$ cat config.mk
export PLATFORM = sky130hd
export DESIGN_NAME = writeback_flat
export DESIGN_NICKNAME = d
export VERILOG_FILES = /design/src/rtl/writeback_if.sv /design/src/rtl/writeback.sv /design/src/flat_wrapper.sv
export SDC_FILE = /design/constraint.sdc
export NUM_CORES = 1
export LEC_CHECK = 0
export CORE_ASPECT_RATIO = 1.75
export CORE_MARGIN = 5
export CORE_UTILIZATION = 29
export CTS_CLUSTER_DIAMETER = 60
export DETAILED_ROUTE_END_ITERATION = 12
export GPL_TIMING_DRIVEN = 0
export PLACE_DENSITY_LB_ADDON = 0.08
export SKIP_CTS_REPAIR_TIMING = 1
export SLEW_MARGIN = 15
export SYNTH_ARGS = -nofsm -noshare
export SYNTH_HDL_FRONTEND = slang
export SYNTH_SLANG_ARGS = --single-unit
$ cat constraint.sdc
create_clock -name clk -period 2 [get_ports clk]
set_clock_uncertainty 0.15 [all_clocks]
set_input_delay 0.4 -clock clk [delete_from_list [all_inputs] [get_ports clk]]
set_output_delay 0.4 -clock clk [all_outputs]
set_load 0.01 [all_outputs]
$ cat src/rtl/writeback_if.sv
// Writeback stage bus: destination descriptor, execute/memory results,
// handshake and register-file write ports.
interface writeback_if #(
  parameter int unsigned DATA_W = 32,
  parameter int unsigned REG_W  = 5
);
  logic              enable;
  logic              done;
  logic              busy;
  logic [5:0]        rd;
  logic [1:0]        wselector;
  logic              fmode;
  logic [DATA_W-1:0] alu_result;
  logic [DATA_W-1:0] link_data;
  logic [DATA_W-1:0] mem_data;
  logic              mem_valid;
  logic              gpr_we;
  logic              fpr_we;
  logic [REG_W-1:0]  w_addr;
  logic [DATA_W-1:0] w_data;

  modport master (
    output enable, rd, wselector, fmode, alu_result, link_data, mem_data, mem_valid,
    input  done, busy, gpr_we, fpr_we, w_addr, w_data
  );

  modport slave (
    input  enable, rd, wselector, fmode, alu_result, link_data, mem_data, mem_valid,
    output done, busy, gpr_we, fpr_we, w_addr, w_data
  );
endinterface

$ cat src/rtl/writeback.sv
// Final pipeline stage: sequences one GPR/FPR write per instruction,
// waiting on the memory strobe for loads.
module writeback #(
  parameter int unsigned DATA_W = 32,
  parameter int unsigned REG_W  = 5
) (
  input logic        clk,
  input logic        rstn,
  writeback_if.slave wb
);

  typedef enum logic [1:0] {
    IDLE,
    WAIT_MEM,
    COMMIT
  } state_t;

  state_t            state_q, state_d;
  logic [REG_W-1:0]  addr_q, addr_d;
  logic [1:0]        sel_q, sel_d;
  logic              fmode_q, fmode_d;
  logic [DATA_W-1:0] data_q, data_d;
  logic [REG_W-1:0]  oaddr_q, oaddr_d;
  logic [DATA_W-1:0] odata_q, odata_d;

  logic unused_rd;
  assign unused_rd = ^wb.rd[5:REG_W];

  always_ff @(posedge clk) begin
    if (!rstn) begin
      state_q <= IDLE;
      addr_q  <= '0;
      sel_q   <= '0;
      fmode_q <= 1'b0;
      data_q  <= '0;
      oaddr_q <= '0;
      odata_q <= '0;
    end else begin
      state_q <= state_d;
      addr_q  <= addr_d;
      sel_q   <= sel_d;
      fmode_q <= fmode_d;
      data_q  <= data_d;
      oaddr_q <= oaddr_d;
      odata_q <= odata_d;
    end
  end

  // Operand latches are refilled at enable, so the visible write port is
  // kept in a separate register that only updates on commit.
  always_comb begin
    state_d   = state_q;
    addr_d    = addr_q;
    sel_d     = sel_q;
    fmode_d   = fmode_q;
    data_d    = data_q;
    oaddr_d   = oaddr_q;
    odata_d   = odata_q;
    wb.done   = 1'b0;
    wb.gpr_we = 1'b0;
    wb.fpr_we = 1'b0;
    wb.w_addr = oaddr_q;
    wb.w_data = odata_q;

    case (state_q)
      IDLE: begin
        if (wb.enable) begin
          addr_d  = wb.rd[REG_W-1:0];
          sel_d   = wb.wselector;
          fmode_d = wb.fmode;
          case (wb.wselector)
            2'b01:   data_d = wb.alu_result;
            2'b11:   data_d = wb.link_data;
            default: data_d = data_q;
          endcase
          state_d = (wb.wselector == 2'b10) ? WAIT_MEM : COMMIT;
        end
      end
      WAIT_MEM: begin
        if (wb.mem_valid) begin
          data_d  = wb.mem_data;
          state_d = COMMIT;
        end
      end
      COMMIT: begin
        wb.done   = 1'b1;
        wb.w_addr = addr_q;
        wb.w_data = data_q;
        wb.fpr_we = fmode_q && (sel_q != 2'b00);
        // GPR r0 is hardwired to zero; FPR f0 is a real register.
        wb.gpr_we = !fmode_q && (sel_q != 2'b00) && (addr_q != '0);
        oaddr_d   = addr_q;
        odata_d   = data_q;
        state_d   = IDLE;
      end
      default: state_d = IDLE;
    endcase
  end

  assign wb.busy = (state_q != IDLE);

endmodule
$ cat src/flat_wrapper.sv
// flat-port wrapper written by rule: the top's interface ports become plain ports
module writeback_flat 
#(
  parameter int unsigned DATA_W = 32,
  parameter int unsigned REG_W  = 5
)
  (clk, rstn, wb_enable, wb_rd, wb_wselector, wb_fmode, wb_alu_result, wb_link_data, wb_mem_data, wb_mem_valid, wb_done, wb_busy, wb_gpr_we, wb_fpr_we, wb_w_addr, wb_w_data);
  writeback_if #(.DATA_W(DATA_W), .REG_W(REG_W)) wb_i ();
  input logic clk;
  input logic rstn;
  input wire logic [$bits(wb_i.enable)-1:0] wb_enable;
  input wire logic [$bits(wb_i.rd)-1:0] wb_rd;
  input wire logic [$bits(wb_i.wselector)-1:0] wb_wselector;
  input wire logic [$bits(wb_i.fmode)-1:0] wb_fmode;
  input wire logic [$bits(wb_i.alu_result)-1:0] wb_alu_result;
  input wire logic [$bits(wb_i.link_data)-1:0] wb_link_data;
  input wire logic [$bits(wb_i.mem_data)-1:0] wb_mem_data;
  input wire logic [$bits(wb_i.mem_valid)-1:0] wb_mem_valid;
  output wire logic [$bits(wb_i.done)-1:0] wb_done;
  output wire logic [$bits(wb_i.busy)-1:0] wb_busy;
  output wire logic [$bits(wb_i.gpr_we)-1:0] wb_gpr_we;
  output wire logic [$bits(wb_i.fpr_we)-1:0] wb_fpr_we;
  output wire logic [$bits(wb_i.w_addr)-1:0] wb_w_addr;
  output wire logic [$bits(wb_i.w_data)-1:0] wb_w_data;
  assign wb_i.enable = wb_enable;
  assign wb_i.rd = wb_rd;
  assign wb_i.wselector = wb_wselector;
  assign wb_i.fmode = wb_fmode;
  assign wb_i.alu_result = wb_alu_result;
  assign wb_i.link_data = wb_link_data;
  assign wb_i.mem_data = wb_mem_data;
  assign wb_i.mem_valid = wb_mem_valid;
  assign wb_done = wb_i.done;
  assign wb_busy = wb_i.busy;
  assign wb_gpr_we = wb_i.gpr_we;
  assign wb_fpr_we = wb_i.fpr_we;
  assign wb_w_addr = wb_i.w_addr;
  assign wb_w_data = wb_i.w_data;
  writeback #(.DATA_W(DATA_W), .REG_W(REG_W)) u_core (.clk(clk), .rstn(rstn), .wb(wb_i));
endmodule
==> impl_metrics.py <==
metrics = {
    "status": {
        "outcome": "finished with violations",
        "failed_checks": "negative setup slack",
    },
    "grt": {
        "grt_pass1_wl_um": 19900,
        "grt_pass1_vias": 3692,
        "grt_usage_pct": 15.9,
        "grt_max_degree": 15,
        "antenna_found_initial": 0,
        "gr-total-overflow": 0,
    },
    "route": {
        "routed_wl_um": 12900,
        "drt_iter0_markers": 57,
        "post_drt_wl_per_cell_um": 17.5,
        "top_layer_used": "met4",
        "dr_wl_met2_um": 6920,
        "ant_nets": 0,
        "wl_met1_um": 5200,
        "wl_met3_um": 539,
        "post-route-drc-count": 0,
        "first_pass_iters": 4,
        "vias": 3442,
        "via_per_inst": 4.68,
    },
    "clocking": {
        "clk_pin_slew_ns": 0.06,
        "cts_buffers": 9,
        "cts.sink_count": 79,
        "root_buffer": "clkbuf_16",
        "clockBufferDepth": 2,
        "clk_latency_ns": 0.33,
        "cts_tree": "yes",
        "htree_num_levels": 3,
    },
    "worst_setup_path": {
        "critPathSlowestCell": "dfxtp_4",
        "path_cells": "nand2b_4 -> buf_6 -> clkbuf_16 -> mux2_4 -> buf_6",
        "r2r_cells": 5,
        "r2r_slack_ns": 0.25,
        "slowest_delay_ns": 0.36,
        "start_kind": "register",
        "crit_fanout": 7,
        "crit_type": "reg -> out",
        "r2r_end": "u_core.data_q[9]",
        "worstPathArrival_ns": 1.63,
        "worstPathRequired_ns": 1.45,
        "reg2reg_from": "u_core.state_q[0]",
        "cp-end-kind": "output port",
        "crit_top_cell": "buf_6",
    },
    "min_path": {
        "hp-class": "reg -> reg",
        "hold_depth": 2,
        "min_to": "u_core.data_q[24]",
        "hp-start": "u_core.data_q[24]",
    },
    "floorplan": {
        "coreArea_um2": 12900,
        "fp-row-count": 55,
        "die_x_um": 96.7,
        "dieHeight_um": 162,
        "fp.dieArea_um2": 15600,
        "io-pin-count": 150,
        "initial_core_util_pct": 29.5,
    },
    "sta": {
        "finalWorstSetupSlack_ns": -0.177,
        "max_slew_margin_pct": 66.9,
        "fin_crit_sh_pct": 109,
        "tightest_slew_ns": 0.497,
        "setup_viol": 39,
        "grt_setup_unrepaired": "true",
        "slew_viol_final": 0,
        "period_minus_slack_ns": 2.18,
        "holdWs_ns": 0.305,
        "finalHoldViolCount": 0,
        "maxClockFrequency_ghz": 0.459,
    },
    "power_and_ir_drop": {
        "sw_frac_of_total_pct": 23.6,
        "p_leak_nw": 2.69,
        "power_frac_seq_pct": 39.5,
        "power.total_mw": 4.26,
        "vdd_ir_drop_max_mv": 0.381,
        "p_sw_mw": 1.01,
        "p_comb_share_pct": 18.2,
        "intPower_mw": 3.25,
        "powerDensity_nw_per_um2": 689,
        "clockPowerShare_pct": 42.3,
    },
    "finish": {
        "layout_commonest_cell": "clkdlybuf4s50_1",
        "nFillCells": 1327,
        "final_cell_mix": "105 x clkdlybuf4s50_1, 74 x dfxtp_1, 44 x buf_6, 38 x and2_1, 37 x mux2_4",
        "area_growth_syn_to_layout_pct": 62.1,
        "final_area_um2": 6180,
        "layout.nets": 669,
        "antenna_cells": 0,
        "drive_above_1_share_pct": 25.3,
    },
    "synth": {
        "synthArstFlopShare_pct": 0,
        "synth-edff-count": 0,
        "avgSynthCellArea_um2": 9.88,
        "syn-num-nets": 495,
        "yosysSeqAreaShare_pct": 41.5,
        "synth_top_area_share_pct": 41.5,
        "synthTopCellsByArea": "dfxtp_1 41%, mux2_4 15%, o32ai_1 7.3%",
        "ys.flop_type": "dfxtp_1",
        "ys_ff_latch": 79,
        "netlist_instances": 386,
        "synth_largest_area_cell": "dfxtp_1",
        "synth.distinct_cells": 28,
        "ys_warn_count": 0,
        "synth_area_um2": 3810,
    },
    "place": {
        "placed_area_um2": 5510,
        "dpl.hpwl_um": 9450,
        "pre_cts_ws_ns": -0.489,
        "gp_congestion": 0.724,
        "io_buffers": 148,
    },
    "run": {
        "drv_cap": 0,
    },
}
-- power by group through the flow --
stage	Combinational [mW]	Sequential (mW)	Clock [mW]
5_1_grt	0.832	1.69	1.92
3_5_place_dp	0.691	1.72	0
2_1_floorplan	0.330	1.70	0
3_3_place_gp	0.690	1.71	0
6_report	0.776	1.68	1.80
4_1_cts	0.696	1.68	1.86
-- per-stage QoR --
stage	util (%)	TNS, ns	instances
2_1_floorplan	-	0	386
3_3_place_gp	42.6	-28.99	705
3_5_place_dp	42.6	-30.73	705
4_1_cts	45.1	-30.71	721
5_1_grt	47.8	-7.20	736
6_report	47.8	-5.57	736
-- worst max-delay path by stage --
stage          cells after the start  slack (ns)                 to         startpoint
2_1_floorplan                      3        0.27          wb_gpr_we  u_core.state_q[0]
3_3_place_gp                       5       -0.47  u_core.data_q[26]    wb_wselector[0]
3_5_place_dp                       5       -0.49   u_core.data_q[9]    wb_wselector[0]
4_1_cts                            4       -0.73      wb_w_data[22]  u_core.state_q[0]
5_1_grt                            5       -0.21      wb_w_data[12]  u_core.state_q[0]
6_report                           5       -0.18      wb_w_data[12]  u_core.state_q[0]
-- metal layers --
layer	vias to the layer above	track usage, %
met4	0	4.73
met3	16	3.61
met1	1613	18.1
met5	-	0
met2	103	29.3
li1	1710	-
-- state kept, by name, summed over array words and instances, names as in the netlist --
name	cells
u_core.addr_q	5
u_core.data_q	32
u_core.fmode_q	1
u_core.oaddr_q	5
u_core.odata_q	32
u_core.sel_q	2
u_core.state_q	2
-- area by class of cell --
| type | instances | area (um^2) | share of cell area [%] |
|---|---|---|---|
| clock buffers | 10 | 239 | 3.86 |
| well taps | 171 | 214 | 3.46 |
| repair buffers | 163 | 1740 | 28.1 |
| flip-flops and latches | 79 | 1590 | 25.8 |
| plain buffers | 33 | 239 | 3.86 |
| clock inverters | 6 | 91.3 | 1.48 |
| multi-input cells | 241 | 1950 | 31.5 |
| inverters | 33 | 124 | 2.00 |
-- synth_stat cells, types with 2 or more instances --
master,n
buf_4,3
o32ai_1,32
buf_2,9
mux2i_1,7
dfxtp_1,79
nand3b_1,2
buf_6,7
nor2b_1,9
nand2b_1,2
a21boi_0,2
clkbuf_1,14
a211oi_1,32
and3_1,32
inv_1,33
nor2_1,34
mux2_4,37
nor3b_1,2
nand2_1,3
and2_1,38
-- cell families (layout without fill, tap and decap cells) --
group           after synthesis  count (layout)  share of synthesized area (%)
simple gates                128             128                           19.0
flops                        79              79                           41.5
compound gates               69              69                           14.7
buf+inv                      66             245                           8.46
mux                          44              44                           16.4
-- worst max-delay path, delay by kind of cell, from the launching register on --
family / cells / cell delay, ns
AND/OR/NAND/NOR: 1 / 0.19
buffers and inverters: 3 / 0.43
flip-flops: 1 / 0.36
multiplexers: 1 / 0.31
No activity file was read; power rests on OpenSTA's default activity.
